==> src/rtl/mem_space_ctrl_if.sv <==
// rtl/mem_space_ctrl_if.sv - CPU, ROM and peripheral bus signals of the MSP430 memory-space controller
interface mem_space_ctrl_if #(parameter int ROM_AW = 13);
  logic              req;
  logic [15:0]       MAB_in;
  logic [15:0]       MDB_in;
  logic              MW;
  logic              BW;
  logic [15:0]       MDB_out;
  logic              ack;
  logic              err;
  logic [15:0]       err_addr;
  logic [ROM_AW-1:0] rom_addr;
  logic [15:0]       rom_data;
  logic              per_req;
  logic [15:0]       per_addr;
  logic [15:0]       per_wdata;
  logic              per_we;
  logic [1:0]        per_be;
  logic              per_rdy;
  logic [15:0]       per_rdata;

  modport master (
    output req, MAB_in, MDB_in, MW, BW, rom_data, per_rdy, per_rdata,
    input  MDB_out, ack, err, err_addr, rom_addr, per_req, per_addr, per_wdata, per_we, per_be
  );

  modport slave (
    input  req, MAB_in, MDB_in, MW, BW, rom_data, per_rdy, per_rdata,
    output MDB_out, ack, err, err_addr, rom_addr, per_req, per_addr, per_wdata, per_we, per_be
  );
endinterface

==> src/rtl/mem_space_ctrl.sv <==
// rtl/mem_space_ctrl.sv - MSP430 memory-space controller: region decode, internal RAM, ROM port, peripheral handshake
module mem_space_ctrl #(
  parameter int unsigned UB_SFR      = 'h0010,
  parameter int unsigned UB_PER8     = 'h0100,
  parameter int unsigned UB_PER16    = 'h0200,
  parameter int unsigned UB_RAM      = 'h0400,
  parameter int unsigned UB_UNUSED   = 'hC000,
  parameter int unsigned PER_TIMEOUT = 15
) (
  input logic             clk,
  input logic             rst,
  mem_space_ctrl_if.slave bus
);
  localparam int unsigned RAM_WORDS = (UB_RAM - UB_PER16) / 2;
  localparam int unsigned RAM_AW    = $clog2(RAM_WORDS);
  localparam int unsigned ROM_AW    = $clog2((32'h10000 - UB_UNUSED) / 2);
  localparam int unsigned CNT_W     = $clog2(PER_TIMEOUT + 1);

  typedef enum logic [1:0] {IDLE, MEM, PER, RESP} state_t;
  typedef enum logic [2:0] {RG_SFR, RG_PER8, RG_PER16, RG_RAM, RG_UNUSED, RG_ROM} region_t;

  function automatic region_t decode(input logic [15:0] a);
    if (32'(a) < UB_SFR)    return RG_SFR;
    if (32'(a) < UB_PER8)   return RG_PER8;
    if (32'(a) < UB_PER16)  return RG_PER16;
    if (32'(a) < UB_RAM)    return RG_RAM;
    if (32'(a) < UB_UNUSED) return RG_UNUSED;
    return RG_ROM;
  endfunction

  // Byte reads return the addressed lane zero-extended; odd address selects the high byte.
  function automatic logic [15:0] pick_lane(input logic [15:0] w, input logic bw, input logic hi);
    if (!bw) return w;
    return {8'h00, hi ? w[15:8] : w[7:0]};
  endfunction

  state_t             state;
  region_t            region_q;
  logic [15:0]        addr_q;
  logic [15:0]        wdata_q;
  logic               mw_q;
  logic               bw_q;
  logic [CNT_W-1:0]   wait_cnt;
  logic [15:0]        rdata;
  logic               ack_r;
  logic               err_r;
  logic [15:0]        err_addr_r;
  logic               per_req_r;
  logic [15:0]        per_addr_r;
  logic [15:0]        per_wdata_r;
  logic               per_we_r;
  logic [1:0]         per_be_r;
  logic [15:0]        ram [RAM_WORDS];

  region_t            rgn_in;
  logic               to_per;
  logic               illegal;
  logic [RAM_AW-1:0]  ram_idx;
  logic [15:0]        mem_word;

  assign rgn_in  = decode(bus.MAB_in);
  assign to_per  = (rgn_in == RG_SFR) || (rgn_in == RG_PER16) || (rgn_in == RG_PER8 && bus.BW);
  assign illegal = (region_q == RG_UNUSED) || (region_q == RG_ROM && mw_q) ||
                   (region_q == RG_PER8 && !bw_q);
  assign ram_idx = RAM_AW'((addr_q - 16'(UB_PER16)) >> 1);
  assign mem_word = (region_q == RG_RAM) ? ram[ram_idx] : bus.rom_data;

  assign bus.rom_addr  = ROM_AW'((addr_q - 16'(UB_UNUSED)) >> 1);
  assign bus.MDB_out   = rdata;
  assign bus.ack       = ack_r;
  assign bus.err       = err_r;
  assign bus.err_addr  = err_addr_r;
  assign bus.per_req   = per_req_r;
  assign bus.per_addr  = per_addr_r;
  assign bus.per_wdata = per_wdata_r;
  assign bus.per_we    = per_we_r;
  assign bus.per_be    = per_be_r;

  always_ff @(posedge clk) begin
    if (!rst && state == MEM && region_q == RG_RAM && mw_q) begin
      if (!bw_q)          ram[ram_idx]       <= wdata_q;
      else if (addr_q[0]) ram[ram_idx][15:8] <= wdata_q[7:0];
      else                ram[ram_idx][7:0]  <= wdata_q[7:0];
    end
  end

  always_ff @(posedge clk) begin
    if (rst) begin
      state      <= IDLE;
      ack_r      <= 1'b0;
      err_r      <= 1'b0;
      per_req_r  <= 1'b0;
      rdata      <= 16'h0000;
      err_addr_r <= 16'h0000;
      wait_cnt   <= '0;
    end else begin
      unique case (state)
        IDLE: if (bus.req) begin
          addr_q   <= bus.MAB_in;
          wdata_q  <= bus.MDB_in;
          mw_q     <= bus.MW;
          bw_q     <= bus.BW;
          region_q <= rgn_in;
          if (to_per) begin
            state       <= PER;
            per_req_r   <= 1'b1;
            per_addr_r  <= bus.BW ? bus.MAB_in : {bus.MAB_in[15:1], 1'b0};
            per_we_r    <= bus.MW;
            per_be_r    <= bus.BW ? {bus.MAB_in[0], ~bus.MAB_in[0]} : 2'b11;
            per_wdata_r <= bus.BW ? {2{bus.MDB_in[7:0]}} : bus.MDB_in;
            wait_cnt    <= '0;
          end else begin
            state <= MEM;
          end
        end
        MEM: begin
          state <= RESP;
          ack_r <= 1'b1;
          err_r <= illegal;
          if (illegal) begin
            rdata      <= 16'h0000;
            err_addr_r <= addr_q;
          end else begin
            rdata <= mw_q ? 16'h0000 : pick_lane(mem_word, bw_q, addr_q[0]);
          end
        end
        // A ready in the last allowed cycle still wins over the timeout.
        PER: if (bus.per_rdy) begin
          state     <= RESP;
          per_req_r <= 1'b0;
          ack_r     <= 1'b1;
          err_r     <= 1'b0;
          rdata     <= mw_q ? 16'h0000 : pick_lane(bus.per_rdata, bw_q, addr_q[0]);
        end else if (wait_cnt == CNT_W'(PER_TIMEOUT - 1)) begin
          state      <= RESP;
          per_req_r  <= 1'b0;
          ack_r      <= 1'b1;
          err_r      <= 1'b1;
          rdata      <= 16'h0000;
          err_addr_r <= addr_q;
        end else begin
          wait_cnt <= wait_cnt + 1'b1;
        end
        RESP: begin
          state <= IDLE;
          ack_r <= 1'b0;
          err_r <= 1'b0;
        end
        default: state <= IDLE;
      endcase
    end
  end
endmodule

==> src/flat_wrapper.sv <==
// flat-port wrapper written by rule: the top's interface ports become plain ports
module mem_space_ctrl_flat 
#(
  parameter int unsigned UB_SFR      = 'h0010,
  parameter int unsigned UB_PER8     = 'h0100,
  parameter int unsigned UB_PER16    = 'h0200,
  parameter int unsigned UB_RAM      = 'h0400,
  parameter int unsigned UB_UNUSED   = 'hC000,
  parameter int unsigned PER_TIMEOUT = 15
)
  (clk, rst, bus_req, bus_MAB_in, bus_MDB_in, bus_MW, bus_BW, bus_rom_data, bus_per_rdy, bus_per_rdata, bus_MDB_out, bus_ack, bus_err, bus_err_addr, bus_rom_addr, bus_per_req, bus_per_addr, bus_per_wdata, bus_per_we, bus_per_be);
  mem_space_ctrl_if #(.ROM_AW((13))) bus_i ();
  input logic clk;
  input logic rst;
  input wire logic [$bits(bus_i.req)-1:0] bus_req;
  input wire logic [$bits(bus_i.MAB_in)-1:0] bus_MAB_in;
  input wire logic [$bits(bus_i.MDB_in)-1:0] bus_MDB_in;
  input wire logic [$bits(bus_i.MW)-1:0] bus_MW;
  input wire logic [$bits(bus_i.BW)-1:0] bus_BW;
  input wire logic [$bits(bus_i.rom_data)-1:0] bus_rom_data;
  input wire logic [$bits(bus_i.per_rdy)-1:0] bus_per_rdy;
  input wire logic [$bits(bus_i.per_rdata)-1:0] bus_per_rdata;
  output wire logic [$bits(bus_i.MDB_out)-1:0] bus_MDB_out;
  output wire logic [$bits(bus_i.ack)-1:0] bus_ack;
  output wire logic [$bits(bus_i.err)-1:0] bus_err;
  output wire logic [$bits(bus_i.err_addr)-1:0] bus_err_addr;
  output wire logic [$bits(bus_i.rom_addr)-1:0] bus_rom_addr;
  output wire logic [$bits(bus_i.per_req)-1:0] bus_per_req;
  output wire logic [$bits(bus_i.per_addr)-1:0] bus_per_addr;
  output wire logic [$bits(bus_i.per_wdata)-1:0] bus_per_wdata;
  output wire logic [$bits(bus_i.per_we)-1:0] bus_per_we;
  output wire logic [$bits(bus_i.per_be)-1:0] bus_per_be;
  assign bus_i.req = bus_req;
  assign bus_i.MAB_in = bus_MAB_in;
  assign bus_i.MDB_in = bus_MDB_in;
  assign bus_i.MW = bus_MW;
  assign bus_i.BW = bus_BW;
  assign bus_i.rom_data = bus_rom_data;
  assign bus_i.per_rdy = bus_per_rdy;
  assign bus_i.per_rdata = bus_per_rdata;
  assign bus_MDB_out = bus_i.MDB_out;
  assign bus_ack = bus_i.ack;
  assign bus_err = bus_i.err;
  assign bus_err_addr = bus_i.err_addr;
  assign bus_rom_addr = bus_i.rom_addr;
  assign bus_per_req = bus_i.per_req;
  assign bus_per_addr = bus_i.per_addr;
  assign bus_per_wdata = bus_i.per_wdata;
  assign bus_per_we = bus_i.per_we;
  assign bus_per_be = bus_i.per_be;
  mem_space_ctrl #(.UB_SFR(UB_SFR), .UB_PER8(UB_PER8), .UB_PER16(UB_PER16), .UB_RAM(UB_RAM), .UB_UNUSED(UB_UNUSED), .PER_TIMEOUT(PER_TIMEOUT)) u_core (.clk(clk), .rst(rst), .bus(bus_i));
endmodule
==> config.mk <==
export PLATFORM = sky130hd
export DESIGN_NAME = mem_space_ctrl_flat
export DESIGN_NICKNAME = d
export VERILOG_FILES = /design/src/rtl/mem_space_ctrl_if.sv /design/src/rtl/mem_space_ctrl.sv /design/src/flat_wrapper.sv
export SDC_FILE = /design/constraint.sdc
export NUM_CORES = 2
export LEC_CHECK = 0
export BUFFER_PORTS_ARGS = -buffer_cell sky130_fd_sc_hd__buf_2
export CAP_MARGIN = 10
export CORE_MARGIN = 4
export CORE_UTILIZATION = 40
export CTS_CLUSTER_DIAMETER = 100
export DETAILED_ROUTE_END_ITERATION = 10
export PLACE_DENSITY = 0.56
export SYNTH_ARGS = -nofsm -noshare
export SYNTH_HDL_FRONTEND = slang
export SYNTH_SLANG_ARGS = --single-unit
==> constraint.sdc <==
create_clock -name clk -period 8 [get_ports clk]
set_input_delay 1.6 -clock clk [delete_from_list [all_inputs] [get_ports clk]]
set_output_delay 1.6 -clock clk [all_outputs]
set_load 0.1 [all_outputs]
# Yosys cells after proc, flatten, opt, wreduce, memory -nomap -nowiden
# Memory sizes are Yosys's and may differ from the RTL's.
# Cells that the tools add are included.
[totals]
ff_bits = 113
latch_bits = 0
ramBits = 4096
mem_bits_ro = 0
in_bits = 70
out_inout_bits = 83
word_cells = 154
memories = 1
[classes]
n_addsub = 3
n_mul = 0
n_div = 0
n_lt_le_gt_ge = 5
n_eq_ne = 17
shift = 0
n_mux = 82
n_bitwise = 4
reduce_logical = 25
[memory_table]
columns = ["memory", "depth", "word_bits", "read_ports", "rd_ports_with_merged_regs", "write_ports", "line_no", "text"]
rows = [
  ["u_core.ram", 256, 16, 1, 0, 1, "mem_space_ctrl.sv:53", "logic [15:0] ram [RAM_WORDS];"],
]
[ops]
columns = ["operator", "n"]
rows = [
  ["$mux W16", 14],
  ["$pmux W16 S2", 2],
  ["$mux W1", 39],
  ["$mux W8", 4],
  ["$mux W3", 10],
  ["$lt A16 B10 Y1 const B", 1],
  ["$lt A16 B11 Y1 const B", 1],
  ["$lt A16 B16 Y1 const B", 1],
  ["$lt A16 B5 Y1 const B", 1],
  ["$lt A16 B9 Y1 const B", 1],
  ["$mux W4", 4],
  ["$sub A14 B1 Y14 const B", 1],
  ["$reduce_and A4 Y1", 3],
  ["$sub A9 B1 Y9 const B", 1],
  ["$mux W2", 4],
  ["$pmux W2 S4", 1],
  ["$pmux W4 S2", 1],
  ["$eq A3 B1 Y1 const B", 2],
  ["$eq A3 B2 Y1 const B", 2],
  ["$eq A3 B3 Y1 const B", 2],
  ["$logic_and A1 B1 Y1", 6],
  ["$ne A2 B1 Y1 const B", 3],
  ["$ne A2 B2 Y1 const B", 3],
  ["$pmux W1 S3", 2],
  ["17 further kinds", 27],
]

# Depth between registers and ports, before layout
[depth]
ltp_word = 23
ltp_mapped = 14

# Least setup slack after synthesis
# No wires, ideal clock.
[synth_path]
path_type = "input to register"
start = "input port rst"
end = "register u_core.per_addr_r[0] (netlist: u_core.bus.per_addr[0]) (enable)"
setup_ns = 0.515
arrival_ns = 5.684
required_ns = 7.485
path_slack_ns = 1.801
cell_stages = 4
n_path_buf = 2
path_cell_list = "clkbuf_1 > or2_2 > clkbuf_1 > nor4_1"
[synth_between]
elab_chain_len = 2
[synth_rtl]
columns = ["item", "line_no", "text"]
rows = [
  ["start, declared", "flat_wrapper.sv:14", "input logic rst;"],
  ["$not A1 Y1 (no line)", "--", ""],
  ["$reduce_and A4 Y1 (no line)", "--", ""],
  ["end signal, assigned", "mem_space_ctrl.sv:107", "per_addr_r <= bus.BW ? bus.MAB_in : {bus.MAB_in[15:1], 1'b0};"],
  ["end, declared", "mem_space_ctrl.sv:49", "logic [15:0] per_addr_r;"],
]
# No other way between the ends.
# A chain may end at the register's enable or synchronous reset.

==> results.sh <==
export IMPL_outcome="complete, no violations"
export IMPL_synth_flop_cell="edfxtp_1"
export IMPL_slowest_delay_ns=0.87
export IMPL_cts_buffer_depth=4
export IMPL_p_comb_frac=0.179
export IMPL_synthDistinctLibCells=83
export IMPL_area_delta_synth_final_pct=12.12
export IMPL_rsz0062_at_grt="false"
export IMPL_post_cts_setup_buffers=0
export IMPL_antenna_found_initial=30
export IMPL_stdcell_area_sq_um=184200
export IMPL_ys_ff_latch=4217
export IMPL_initial_core_util=0.4013
export IMPL_worstSetupStartpointType="flop"
export IMPL_clkTransAtPathRegs_ns=0.07
export IMPL_timing_setup_tns_ns=0
export IMPL_place_area_sq_um=170700
export IMPL_die_area_sq_um=421000
export IMPL_drv_slew=0
export IMPL_route_vias_total=80826
export IMPL_htree_levels=5
export IMPL_synth_edf_count=4168
export IMPL_ys_warn_count=0
export IMPL_io_buffers=152
export IMPL_clock_fmax_mhz=205.8
export IMPL_maxCapViolations=0
export IMPL_routed_wl_um=450100
export IMPL_synth_area_top_cells="edfxtp_1 (76%), mux4_2 (14%), nor2_1 (1.5%), mux2i_1 (0.87%), mux2_2 (0.69%)"
export IMPL_drt_vias_per_instance=5.860
export IMPL_post_drt_wl_per_cell_um=32.63
export IMPL_power_share_switching=0.2739
export IMPL_drc_errors=0
export IMPL_coreArea_sq_um=409300
export IMPL_tightest_slew_ns=1.284
export IMPL_gp_congestion=0.9061
export IMPL_final_common_cell="edfxtp_1"
export IMPL_cp_required_ns=8.90
export IMPL_ir_drop_v=0.0002349
export IMPL_numCtsBuffers=418
export IMPL_clkPwrFrac=0.359
export IMPL_path_class="reg -> reg"
export IMPL_leakage_uw=0.05630
export IMPL_layout_nets=8060
export IMPL_async_flop_share=0
export IMPL_crit_fanout=126
export IMPL_gr_usage_all_layers=0.2098
export IMPL_arrival_ns=5.76
export IMPL_grt_pass1_vias=82046
export IMPL_grt_overflow=0
export IMPL_root_buffer="clkbuf_16"
export IMPL_yosysTopAreaCellShare=0.7619
export IMPL_ant_nets=0
export IMPL_intPower_uw=39320
export IMPL_critPathSlowestCell="dfxtp_4"
export IMPL_die_y_um=648.8
export IMPL_grt_max_degree=204
export IMPL_ys_seq_area_frac=0.7679
export IMPL_clk_latency_ns=0.96
export IMPL_post_route_util=0.4500
export IMPL_drt_first_iter_violations=9932
export IMPL_crit_path_end_kind="flop"
export IMPL_power_switching_uw=14830
export IMPL_cts_tree="yes"
export IMPL_clock_skew_ns=0.04305
export IMPL_finalCritPeriodShare=0.6075
export IMPL_final_cell_mix="edfxtp_1 (4168), mux4_2 (1017), nor2_1 (650), clkbuf_16 (430), nand2_1 (175)"
export IMPL_worst_path_buf_inv=2
export IMPL_p_per_area_nw_per_um2=294.0
export IMPL_hold_viol=0
export IMPL_syn_inst=7714
export IMPL_yosysTopAreaCell="edfxtp_1"
export IMPL_path_cells="buf_4 > buf_12 > mux4_2 > nor2_1 > nor4_1 > a311oi_1 > a32oi_1 > nand3_1 > a21oi_1"
export IMPL_avgSynthCellArea_sq_um=21.29
export IMPL_syn_nets=7791
export IMPL_slew_headroom=0.1410
export IMPL_rrSetupSlack_ns=3.14
export IMPL_grt_pass1_wl_um=636000
export IMPL_cts_hold_buf=0
export IMPL_first_pass_iters=6
export IMPL_ios=153
export IMPL_setup_violations=0
export IMPL_syn_cell_area_sq_um=164300
export IMPL_period_minus_slack_ns=4.860
export IMPL_drive_gt1_frac=0.2503
export IMPL_rows=235
export IMPL_cts_resized=0
export IMPL_hpwl_um=275100
export IMPL_path_delay_family="simple AND/OR/NAND/NOR gates"
export IMPL_fillers=34267
export IMPL_clock_sinks=4217
export IMPL_pwr_share_seq=0.462
export IMPL_die_w_um=648.8
export IMPL_hold_path_class="reg -> reg"
## state kept, by name, summed over array words and instances, names as in the netlist, 3 cells and up, named ones only
| signal | count |
|---|---|
| u_core.addr_q | 16 |
| u_core.bus.MDB_out | 16 |
| u_core.bus.err_addr | 16 |
| u_core.bus.per_addr | 16 |
| u_core.bus.per_wdata | 16 |
| u_core.ram | 4096 |
| u_core.region_q | 3 |
| u_core.wait_cnt | 4 |
| u_core.wdata_q | 16 |
## worst paths after layout
path                startpoint                      end  cells after the start
max                       flop   u_core.bus.MDB_out[14]                      9
max reg2reg               flop   u_core.bus.MDB_out[14]                      9
min reg2reg  u_core.addr_q[15]  u_core.bus.err_addr[15]                      2
min          u_core.addr_q[15]  u_core.bus.err_addr[15]                      2
## cell type report
class	instances	area (sq um)	share of cell area
multi-input cells	2997	35160	0.1909
clock buffers	516	11090	0.06023
inverters	16	63.81	0.0003465
clock inverters	251	2337	0.01269
repair buffers	333	2509	0.01362
flip-flops and latches	4217	126200	0.6850
well taps	5451	6820	0.03703
diodes	13	32.53	0.0001766
## cell usage after synthesis, drive strengths merged (35+ instances only)
| master | n |
|---|---|
| mux2i | 142 |
| mux2 | 100 |
| a21oi | 101 |
| o21ai | 47 |
| dfxtp | 49 |
| nor2 | 651 |
| nor2b | 35 |
| a211oi | 65 |
| edfxtp | 4168 |
| nand2 | 185 |
| clkbuf | 172 |
| a22oi | 102 |
| o22ai | 128 |
| nand3 | 44 |
| nor3 | 40 |
| mux4 | 1028 |
| buf | 312 |
## cells by family after synthesis
logic type	after synthesis	synth area share
xor gates and xnor gates	2	0.0001067
AOI/OAI and AO/OA	611	0.02552
adders and majority gates	7	0.0005332
muxes	1270	0.1567
DFF	4217	0.7679
buffers and inverters	500	0.01959
and+or+nand+nor	1107	0.02964
## power by group through the flow
stage | Sequential [uW] | Combinational, uW | Clock [uW]
finish | 25000 | 9700 | 19400
global route | 25000 | 10100 | 20700
CTS | 25000 | 9780 | 19700
detailed placement | 25500 | 9760 | 0
global placement | 25500 | 9700 | 0
floorplan | 26000 | 5840 | 0
## metrics by stage
step | power [uW] | hold slack [ns] | cells | setup WS (ns)
2_1_floorplan | 31820 | 0.4525 | 7714 | 1.801
3_3_place_gp | 35180 | 0.4640 | 13012 | 2.915
3_5_place_dp | 35250 | 0.4691 | 13014 | 2.750
4_1_cts | 54530 | 0.4946 | 13781 | 3.098
5_1_grt | 55860 | 0.5245 | 13788 | 2.912
6_report | 54150 | 0.4837 | 13794 | 3.140
## worst reg2reg max path: stages (launching register included)
cell and delay, ns:
dfxtp_4 0.87, buf_4 0.53, buf_12 0.58, mux4_2 0.39, nor2_1 0.06, nor4_1 0.85, a311oi_1 0.11, a32oi_1 0.59
nand3_1 0.56, a21oi_1 0.26
## per-layer routing
layer | GRT usage | up-vias | share of wire
li1 | - | 32786 | -
met1 | 0.2894 | 43737 | 0.41
met2 | 0.3370 | 3622 | 0.48
met3 | 0.03893 | 677 | 0.076
met4 | 0.07113 | 4 | 0.038
met5 | 0 | - | 0.00013
Note: power is estimated with default switching activity, not from simulation.
